**src/rtl/alien_row_drawer_pkg.sv**
```systemverilog
// ---------------------------------------------------------------------------
// alien_row_drawer_pkg
// Shared definitions for the alien row drawer: screen geometry, VGA adapter
// field widths, colour constants, the FSM state encoding and the helper that
// limits the fall offset to the visible range.
// ---------------------------------------------------------------------------
package alien_row_drawer_pkg;

    localparam int SCREEN_W = 160;
    localparam int SCREEN_H = 120;

    localparam int X_W      = 8;
    localparam int Y_W      = 7;
    localparam int COL_W    = 3;
    localparam int OFFSET_W = 6;

    // Deepest row offset the formation may fall to before the game is lost.
    localparam logic [OFFSET_W-1:0] MAX_OFFSET_Y = 6'd40;

    localparam logic [COL_W-1:0] COLOUR_ALIEN = 3'b010;
    localparam logic [COL_W-1:0] COLOUR_BLACK = 3'b000;

    typedef enum logic [2:0] {
        ST_IDLE  = 3'd0,
        ST_ERASE = 3'd1,
        ST_DRAW  = 3'd2,
        ST_DONE  = 3'd3,
        ST_HALT  = 3'd4
    } drawState_t;

    // Offsets beyond the deepest row are treated as the deepest row.
    function automatic logic [OFFSET_W-1:0] clampOffsetY(input logic [OFFSET_W-1:0] rawY);
        return (rawY > MAX_OFFSET_Y) ? MAX_OFFSET_Y : rawY;
    endfunction

endpackage

```
**src/rtl/alien_sprite_rom.sv**
```systemverilog
// ---------------------------------------------------------------------------
// alien_sprite_rom
// Combinational 8x6 alien bitmap. Rows 6 and 7 of the 3-bit row address are
// outside the sprite and read as background.
// Ports:
//   px_i    in  3  column within the sprite (0 = left)
//   py_i    in  3  row within the sprite (0 = top)
//   pixel_o out 1  1 = alien pixel, 0 = transparent
// ---------------------------------------------------------------------------
module alien_sprite_rom (
    input  logic [2:0] px_i,
    input  logic [2:0] py_i,
    output logic       pixel_o
);

    logic [7:0] rowBits;

    // The bitmap is left/right symmetric, so column bit order does not matter.
    always_comb begin
        rowBits = 8'b0000_0000;
        case (py_i)
            3'd0:    rowBits = 8'b0001_1000;
            3'd1:    rowBits = 8'b0011_1100;
            3'd2:    rowBits = 8'b0111_1110;
            3'd3:    rowBits = 8'b1101_1011;
            3'd4:    rowBits = 8'b1111_1111;
            3'd5:    rowBits = 8'b0010_0100;
            default: rowBits = 8'b0000_0000;
        endcase
    end

    assign pixel_o = rowBits[px_i];

endmodule

```
**src/rtl/alien_row_drawer.sv**
```systemverilog
// ---------------------------------------------------------------------------
// alien_row_drawer
// Redraws the alien formation row whenever the fall counter moves it: first
// paints background over every sprite box at the previous row offset, then
// paints the living aliens at the new offset, one VGA adapter pixel per cycle.
// Ports:
//   Clock      in  1         system clock
//   Reset      in  1         synchronous, active-high
//   drawReq    in  1         one-cycle redraw request from the fall counter
//   offsetY    in  6         new row offset (values above 40 act as 40)
//   alienAlive in  N_ALIENS  bit k set -> alien k is drawn
//   gameOver   in  1         level; freezes the drawer until Reset
//   x          out 8         pixel x
//   y          out 7         pixel y
//   colour     out 3         pixel colour
//   plot       out 1         pixel write strobe
//   busy       out 1         redraw in progress
//   done       out 1         one-cycle pulse after the last pixel
// ---------------------------------------------------------------------------
module alien_row_drawer
    import alien_row_drawer_pkg::*;
#(
    parameter int               N_ALIENS  = 8,
    parameter int               ALIEN_W   = 8,
    parameter int               ALIEN_H   = 6,
    parameter int               SPACING   = 4,
    parameter int               X_ORIGIN  = 16,
    parameter int               Y_ORIGIN  = 8,
    parameter logic [COL_W-1:0] FG_COLOUR = COLOUR_ALIEN,
    parameter logic [COL_W-1:0] BG_COLOUR = COLOUR_BLACK
) (
    input  logic                Clock,
    input  logic                Reset,
    input  logic                drawReq,
    input  logic [OFFSET_W-1:0] offsetY,
    input  logic [N_ALIENS-1:0] alienAlive,
    input  logic                gameOver,
    output logic [X_W-1:0]      x,
    output logic [Y_W-1:0]      y,
    output logic [COL_W-1:0]    colour,
    output logic                plot,
    output logic                busy,
    output logic                done
);

    drawState_t          state_q;
    logic [2:0]          k_q;
    logic [2:0]          px_q;
    logic [2:0]          py_q;
    logic                primed_q;
    logic [OFFSET_W-1:0] oldY_q;
    logic [OFFSET_W-1:0] newY_q;
    logic [X_W-1:0]      x_q;
    logic [Y_W-1:0]      y_q;
    logic [COL_W-1:0]    colour_q;
    logic                plot_q;
    logic                busy_q;
    logic                done_q;

    logic [OFFSET_W-1:0] rowY_d;
    logic [8:0]          xFull_d;
    logic [7:0]          yFull_d;
    logic                lastPixel_d;
    logic                spriteBit;
    logic                unusedBits;

    alien_sprite_rom spriteRom (
        .px_i    (px_q),
        .py_i    (py_q),
        .pixel_o (spriteBit)
    );

    // Screen position of the pixel addressed by the sweep counters. Sums are
    // formed wider than the adapter fields; the parameters keep them on screen,
    // so the top bits are dropped.
    always_comb begin
        rowY_d      = (state_q == ST_ERASE) ? oldY_q : newY_q;
        xFull_d     = 9'(X_ORIGIN) + 9'(k_q) * 9'(ALIEN_W + SPACING) + 9'(px_q);
        yFull_d     = 8'(Y_ORIGIN) + 8'(rowY_d) + 8'(py_q);
        lastPixel_d = (k_q  == 3'(N_ALIENS - 1)) &&
                      (py_q == 3'(ALIEN_H - 1))  &&
                      (px_q == 3'(ALIEN_W - 1));
    end

    assign unusedBits = xFull_d[8] ^ yFull_d[7];

    // Redraw sequencer. The first ERASE cycle only arms the sweep, so busy
    // rises one cycle ahead of the first pixel. The sweep counters wrap to zero
    // on the last pixel, which leaves them ready for the next pass.
    always_ff @(posedge Clock) begin
        if (Reset) begin
            state_q  <= ST_IDLE;
            k_q      <= '0;
            px_q     <= '0;
            py_q     <= '0;
            primed_q <= 1'b0;
            oldY_q   <= '0;
            newY_q   <= '0;
            x_q      <= '0;
            y_q      <= '0;
            colour_q <= '0;
            plot_q   <= 1'b0;
            busy_q   <= 1'b0;
            done_q   <= 1'b0;
        end else if (gameOver || (state_q == ST_HALT)) begin
            state_q <= ST_HALT;
            plot_q  <= 1'b0;
            busy_q  <= 1'b0;
            done_q  <= 1'b0;
        end else begin
            plot_q <= 1'b0;
            done_q <= 1'b0;
            busy_q <= (state_q == ST_ERASE) || (state_q == ST_DRAW);

            if ((state_q == ST_ERASE && primed_q) || state_q == ST_DRAW) begin
                if (px_q == 3'(ALIEN_W - 1)) begin
                    px_q <= '0;
                    if (py_q == 3'(ALIEN_H - 1)) begin
                        py_q <= '0;
                        k_q  <= (k_q == 3'(N_ALIENS - 1)) ? 3'd0 : k_q + 3'd1;
                    end else begin
                        py_q <= py_q + 3'd1;
                    end
                end else begin
                    px_q <= px_q + 3'd1;
                end
            end

            case (state_q)
                ST_IDLE: begin
                    if (drawReq) begin
                        newY_q   <= clampOffsetY(offsetY);
                        k_q      <= '0;
                        px_q     <= '0;
                        py_q     <= '0;
                        primed_q <= 1'b0;
                        state_q  <= ST_ERASE;
                    end
                end
                ST_ERASE: begin
                    if (!primed_q) begin
                        primed_q <= 1'b1;
                    end else begin
                        x_q      <= xFull_d[X_W-1:0];
                        y_q      <= yFull_d[Y_W-1:0];
                        colour_q <= BG_COLOUR;
                        plot_q   <= 1'b1;
                        if (lastPixel_d) begin
                            state_q <= ST_DRAW;
                        end
                    end
                end
                ST_DRAW: begin
                    x_q      <= xFull_d[X_W-1:0];
                    y_q      <= yFull_d[Y_W-1:0];
                    colour_q <= FG_COLOUR;
                    plot_q   <= alienAlive[k_q] && spriteBit;
                    if (lastPixel_d) begin
                        state_q <= ST_DONE;
                    end
                end
                ST_DONE: begin
                    done_q  <= 1'b1;
                    oldY_q  <= newY_q;
                    state_q <= ST_IDLE;
                end
                default: begin
                    state_q <= ST_HALT;
                end
            endcase
        end
    end

    assign x      = x_q;
    assign y      = y_q;
    assign colour = colour_q;
    assign plot   = plot_q;
    assign busy   = busy_q;
    assign done   = done_q;

endmodule

```
**config.mk**
```make
export PLATFORM = sky130hd
export DESIGN_NAME = alien_row_drawer
export DESIGN_NICKNAME = d
export VERILOG_FILES = /design/src/rtl/alien_row_drawer_pkg.sv /design/src/rtl/alien_sprite_rom.sv /design/src/rtl/alien_row_drawer.sv
export SDC_FILE = /design/constraint.sdc
export NUM_CORES = 1
export LEC_CHECK = 0
export ABC_AREA = 1
export BUFFER_PORTS_ARGS = -buffer_cell sky130_fd_sc_hd__buf_2
export CAP_MARGIN = 25
export CORE_ASPECT_RATIO = 0.5
export CORE_MARGIN = 2
export CORE_UTILIZATION = 40
export CTS_CLUSTER_DIAMETER = 150
export DETAILED_ROUTE_END_ITERATION = 8
export PLACE_DENSITY_LB_ADDON = 0.08
export SLEW_MARGIN = 20
export SYNTH_ARGS = -nofsm -noshare
export SYNTH_HDL_FRONTEND = slang
export SYNTH_SLANG_ARGS = --single-unit
```
**constraint.sdc**
```tcl
create_clock -name Clock -period 2.51 [get_ports Clock]
set_input_delay 0.3765 -clock Clock [delete_from_list [all_inputs] [get_ports Clock]]
set_output_delay 0.3765 -clock Clock [all_outputs]
set_load 0.01 [all_outputs]
```
==> metrics.yaml, run 1 <==
outcome: "completed"
layout-drive-gt1-share: 0.1719
hold_path_class: "in -> reg"
cts_tree: "yes"
root_buffer: "clkbuf_16"
rr_worst_depth: 14
dp_hpwl_um: 3953
clock_latency_ns: 0.28
synth_top_area_share: 0.3872
worstPathArrival_ns: 2.33
synthCells: 309
drc_errors: 0
fp.dieW_um: 110.6
highest_layer: "met4"
end_kind: "flop"
synth_area_mm2: 0.002275
synth_warnings: 0
overflow: 0
grt_pass1_vias: 1856
clock-sinks: 44
io_buffers: 36
grt_start_max_net_pins: 28
dr.pass1.iters: 4
grt_usage: 0.1697
htreeDepth: 2
ctsResizeCount: 0
period_needed_ns: 2.096
fmax_ghz: 0.4770
first_iter_violations: 87
met3WireLength_um: 315
rsz0062_at_grt: "false"
fin_skew_ns: 0.003762
mostFrequentLayoutCells: "nand2_1, dfxtp_1, inv_1, buf_2, nor2_1"
nets: 379
yosysUniqueCellTypes: 31
die-height_um: 57.33
final_hold_viol_count: 0
cts-hold-fix-buffers: 0
synth-seq-cells: 44
vias_per_cell: 4.905
clk_path_buf_depth: 2
die_area_mm2: 0.006343
post_cts_buffers: 0
timing.final.ws_setup_ns: 0.4136
ir_drop_mv: 0.2783
cts_made_buffers: 5
ios: 39
grt_pass1_wl_um: 8569
powerDensity_mw_per_mm2: 561.5
leakage_nw: 1.287
wl_met1_um: 2598
ant_nets: 0
start_kind: "flop"
place_congestion: 0.8493
min_path_cells: 2
met2_length_um: 2166
synth_ff_type: "dfxtp_1"
synth-edff-count: 0
drt-total-wl_um: 5111
synth_top_cell_by_area: "dfxtp_1"
final.setup.tns_ns: 0
ys_seq_area_frac: 0.3872
start_util: 0.4142
wl_per_cell_um: 12.11
cp_max_fo: 9
path_clk_slew_ns: 0.06
maxCapViolations: 0
cp.required_ns: 2.74
num_vias: 2070
slew_viol_final: 0
period_share: 0.8352
core_area_mm2: 0.005492
pre_cts_slack_ns: 0.4193
setup_viol: 0
async_reset_ff_frac: 0
critical_path_class: "reg -> reg"
syn_area_per_cell_um2: 7.361
area_delta_synth_final_pct: 16.94
final_common_cell: "nand2_1"
antenna_found_initial: 0
ys_top_cells_by_area: "dfxtp_1, nand2_1, o21ai_0"
diodes: 0
rows: 19
power by group:
group / switching, mW / total, mW / leakage (nW) / internal (mW)
registers: 0.0113 / 0.726 / 0.356 / 0.714
logic: 0.0821 / 0.128 / 0.858 / 0.0460
clock network: 0.273 / 0.640 / 0.0736 / 0.367
total: 0.367 / 1.49 / 1.29 / 1.13
cells by family after synthesis:
group | share of synthesized area
compound gates | 0.2112
simple gates | 0.2096
flops | 0.3872
other cells | 0.001649
buf+inv | 0.09296
xor+xnor | 0.01925
fa+ha+maj | 0.07811
cell usage after synthesis, types with 3 or more instances:
cell and count:
a21oi_1 30, o22ai_1 3, nor2_1 34, o21ai_1 9, a211oi_1 3, o21ai_0 33, nand2_1 50, a31oi_1 3
dfxtp_1 44, nand2_2 3, buf_4 4, xor2_1 4, inv_1 40, nand3_1 15, ha_1 11
registers in the layout, summed over array words and instances, names as in the netlist:
name and flops:
colour 1, busy 1, plot 1, done 1, py_q 3, newY_q 6, state_q 3, k_q 3
px_q 3, x 8, y 7, oldY_q 6, primed_q 1
path summary, 6_finish.rpt:
kind | start | to | slack, ns
worst min register to register | oldY_q[5] | oldY_q[5] | 0.45
worst min-delay path | offsetY[4] | newY_q[4] | 0.35
worst max register to register | state_q[1] | y[4] | 0.41
worst max-delay path | state_q[1] | y[4] | 0.41
critical path, cell delays in order, from the launching register on:
cell and delay [ns]:
dfxtp_1 0.42, nor2_2 0.07, nand2_4 0.12, inv_4 0.06
nand2_1 0.05, o21ai_0 0.10, ha_1 0.23, fa_1 0.44
a21oi_1 0.16, nand2_1 0.08, nand2_1 0.07, inv_1 0.05
o21ai_1 0.11, nand2_1 0.06, inv_1 0.04
through the flow:
step	utilization	area, um2	hold WS (ns)	power, mW	cells
2_1_floorplan	-	2278	0.4246	0.8257	310
3_3_place_gp	0.4582	2516	0.4463	0.8675	414
3_5_place_dp	0.4582	2516	0.4497	0.8692	414
4_1_cts	0.4844	2660	0.3497	1.513	422
5_1_grt	0.4844	2660	0.3755	1.567	422
6_report	0.4844	2660	0.3488	1.494	422
area by class of cell:
class / count / area [um2]
fill: 561 / 2831
multi-input combinational: 217 / 1186
sequential: 44 / 880.8
timing repair buffer: 38 / 195.2
inverter: 42 / 162.7
clock buffer: 5 / 125.1
tap: 73 / 91.34
clock inverter: 3 / 18.77
routing by layer:
| layer | vias to the layer above | GRT usage |
|---|---|---|
| li1 | 1096 | - |
| met1 | 912 | 0.2338 |
| met2 | 57 | 0.2734 |
| met3 | 5 | 0.04676 |
| met4 | 0 | 0.03214 |
| met5 | - | 0 |
Power figures use the tool's default switching activity.
==> run 2: changes to the inputs <==
--- a/config.mk
+++ b/config.mk
@@ -5,7 +5,7 @@
 export SDC_FILE = /design/constraint.sdc
 export NUM_CORES = 1
 export LEC_CHECK = 0
-export ABC_AREA = 1
+export ABC_AREA = 0
 export BUFFER_PORTS_ARGS = -buffer_cell sky130_fd_sc_hd__buf_2
 export CAP_MARGIN = 25
 export CORE_ASPECT_RATIO = 0.5
==> constraint.sdc (replaced) <==
create_clock -name Clock -period 1.9 [get_ports Clock]
set_input_delay 0.285 -clock Clock [delete_from_list [all_inputs] [get_ports Clock]]
set_output_delay 0.285 -clock Clock [all_outputs]
set_load 0.01 [all_outputs]
==> metrics.yaml, run 2 <==
fp.dieW_um: 110.9  # +0.24%
layout-drive-gt1-share: 0.3042  # +0.1323
final_common_cell: "dfxtp_1"
clock-sinks: 44  # unchanged
combPwrFrac: 0.063  # -0.023
place_congestion: 0.7278  # -14%
cp_slowest_cell: "mux2_4"
timing.final.ws_setup_ns: -0.2519  # -0.6655 ns
critPathTopFamily: "compound AO/OA/AOI/OAI gates"
worstPathArrival_ns: 2.36  # +0.03 ns
synth-seq-cells: 44  # unchanged
slowest_delay_ns: 0.36  # -0.08 ns
synth-edff-count: 0  # unchanged
post-route-util: 0.5252  # +0.04078
rows: 19  # unchanged
synth_adder_area_share: 0.07772  # -0.0003848
ios: 39  # unchanged
io_buffers: 36  # unchanged
yosysUniqueCellTypes: 53  # +71%
antenna_found_initial: 0  # unchanged
p_seq_frac: 0.501  # +0.015
synthCells: 254  # -18%
final.setup.tns_ns: -1.031  # -1.031 ns
num-fill-cells: 537  # -4.3%
htreeDepth: 2  # unchanged
overflow: 0  # unchanged
leakage_nw: 1.156  # -10%
grt_usage: 0.1634  # -0.006250
start_kind: "flop"
synth_top_area_share: 0.3853  # -0.001908
dr.pass1.iters: 4  # unchanged
synthMuxAreaShare: 0.07827  # +0.07827
hold_path_class: "in -> reg"
ys_seq_area_frac: 0.3853  # -0.001908
period_needed_ns: 2.152  # +0.05550 ns
cp_max_fo: 3  # -6
multiInputGateArea_mm2: 0.001378  # +16%
fin_skew_ns: 0.005955  # +0.002194 ns
synth_common_cells: "dfxtp_1, nand2_1, a21oi_1"
grt_start_max_net_pins: 32  # +14%
path_clk_slew_ns: 0.06  # about the same
yosysMostFrequentCell: "dfxtp_1"
synth_warnings: 0  # unchanged
ff_latch_area_um2: 883.3  # +0.28%
root_buffer: "clkbuf_16"
vias_per_cell: 4.971  # +1.3%
clk_path_buf_depth: 2  # unchanged
cp.required_ns: 2.10  # -0.64 ns
largest_reg_flops: 8  # unchanged
maxCapViolations: 0  # unchanged
clkPwrFrac: 0.436  # +0.008
syn_area_per_cell_um2: 9.000  # +22%
grt_pass1_vias: 1807  # -2.6%
violations: "setup timing"
die-height_um: 57.46  # +0.23%
clock_latency_ns: 0.28  # about the same
period_share: 1.133  # +0.2974
wl_per_cell_um: 13.12  # +8.3%
outcome: "finished with violations"
fin_cells: 382  # -9.5%
powerDensity_mw_per_mm2: 649.1  # +16%
internal_power_mw: 1.464  # +30%
first_iter_violations: 66  # -24%
ir_drop_mv: 0.3414  # +23%
placedCellCount: 371  # -10%
yosys.area_share.simple: 0.2118  # +0.002252
slew_viol_final: 0  # unchanged
area_delta_synth_final_pct: 26.16
mostFrequentLayoutCells: "dfxtp_1, buf_2, nand2_1, a21oi_1"
synth_compound_area_frac: 0.1713  # -0.03990
final_hold_viol_count: 0  # unchanged
switching_power_uw: 408.4  # +11%
synth_ff_type: "dfxtp_1"
end_kind: "flop"
switching_share: 0.2182  # -0.02720
nets: 340  # -10%
start_util: 0.4163  # +0.002050
fmax_ghz: 0.4647  # -2.6%
grt_pass1_wl_um: 8418  # -1.8%
path_cells: "nor3b_4 > mux2_4 > ha_4 > a21o_1 > a211oi_2 > o32ai_2 > xor2_1 > a211oi_2"
critical_path_class: "reg -> reg"
synth_top_cell_by_area: "dfxtp_1"
path_buf_inv: 0  # -3
drc_errors: 0  # unchanged
cts_made_buffers: 5  # unchanged
synth_top_family_by_area: "simple AND/OR/NAND/NOR gates"
ys_top_cells_by_area: "dfxtp_1, a21oi_1, ha_1"
cts_tree: "yes"
cts-hold-fix-buffers: 0  # unchanged
synth-xor-area-share: 0.02682  # +0.007568
cpMostUsedCell: "a211oi_2"
drt-total-wl_um: 5011  # -2.0%
rsz0062_at_grt: "true"
core_area_mm2: 0.005492  # unchanged
synth_area_mm2: 0.002286  # +0.50%
die_area_mm2: 0.006372  # +0.47%
dp_hpwl_um: 3809  # -3.7%
async_reset_ff_frac: 0  # unchanged
setup_viol: 5  # +5
num_vias: 1899  # -8.3%
ant_nets: 0  # unchanged
diodes: 0  # unchanged
-- run 2: cells by family after synthesis --
logic type | count (synthesis)
AOI/OAI and AO/OA | 61
xor gates and xnor gates | 7
adders and majority gates | 13
buffers and inverters | 20
DFF | 44
muxes | 15
other | 1
and+or+nand+nor | 93
-- run 2: layer usage --
metal | vias to the layer above | wire, um | global-route usage | part of all wire
met1 | 857 | 2812 | 0.2324 | 0.56
met5 | - | 0 | 0 | 0
li1 | 1005 | - | - | -
met4 | 0 | 7 | 0.02679 | 0.0014
met2 | 35 | 1992 | 0.2568 | 0.40
met3 | 2 | 198 | 0.04357 | 0.040
-- run 2: metrics by stage --
step                hold WS [ns]  setup WS [ns]  total power [mW]  cell area (um2)
floorplan                 0.4106        -0.4186             1.030             2349
global placement          0.4407        -0.2171             1.071             2696
detailed placement        0.4418        -0.2719             1.072             2696
CTS                       0.2255        -0.2592             1.888             2860
global route              0.2327        -0.3762             1.941             2884
finish                    0.2326        -0.2519             1.872             2884
-- run 2: final timing paths --
kind,endpoint,slack (ns),startpoint,cells after the start
worst max-delay path,y[5],-0.25,state_q[2],8
worst min-delay path,newY_q[0],0.23,offsetY[0],2
worst max register to register,y[5],-0.25,state_q[2],8
worst min register to register,x[4],0.45,x[4],2
-- run 2: final cells by class --
cell class	instances	share of cell area
Clock buffer	6	0.04469
Multi-Input combinational cell	191	0.4777
Inverter	5	0.006508
Tap cell	73	0.03167
Sequential cell	44	0.3063
Clock inverter	1	0.001735
Timing Repair Buffer	62	0.1315
-- run 2: what timing repair did --
| item | 4_1_cts | 5_1_grt |
|---|---|---|
| setup buffers | 2 | 2 |
| pin swaps | 1 | 7 |
| gates cloned | 0 | 0 |
| endpoints found under the setup margin | 6 | 6 |
| gates resized for setup | 3 | 3 |
-- run 2: power by group through the flow --
stage,clock network [mW],logic (mW),registers (mW)
2_1_floorplan,0,0.0712,0.959
3_3_place_gp,0,0.112,0.959
3_5_place_dp,0,0.113,0.959
4_1_cts,0.833,0.117,0.939
5_1_grt,0.872,0.129,0.940
6_report,0.816,0.117,0.939
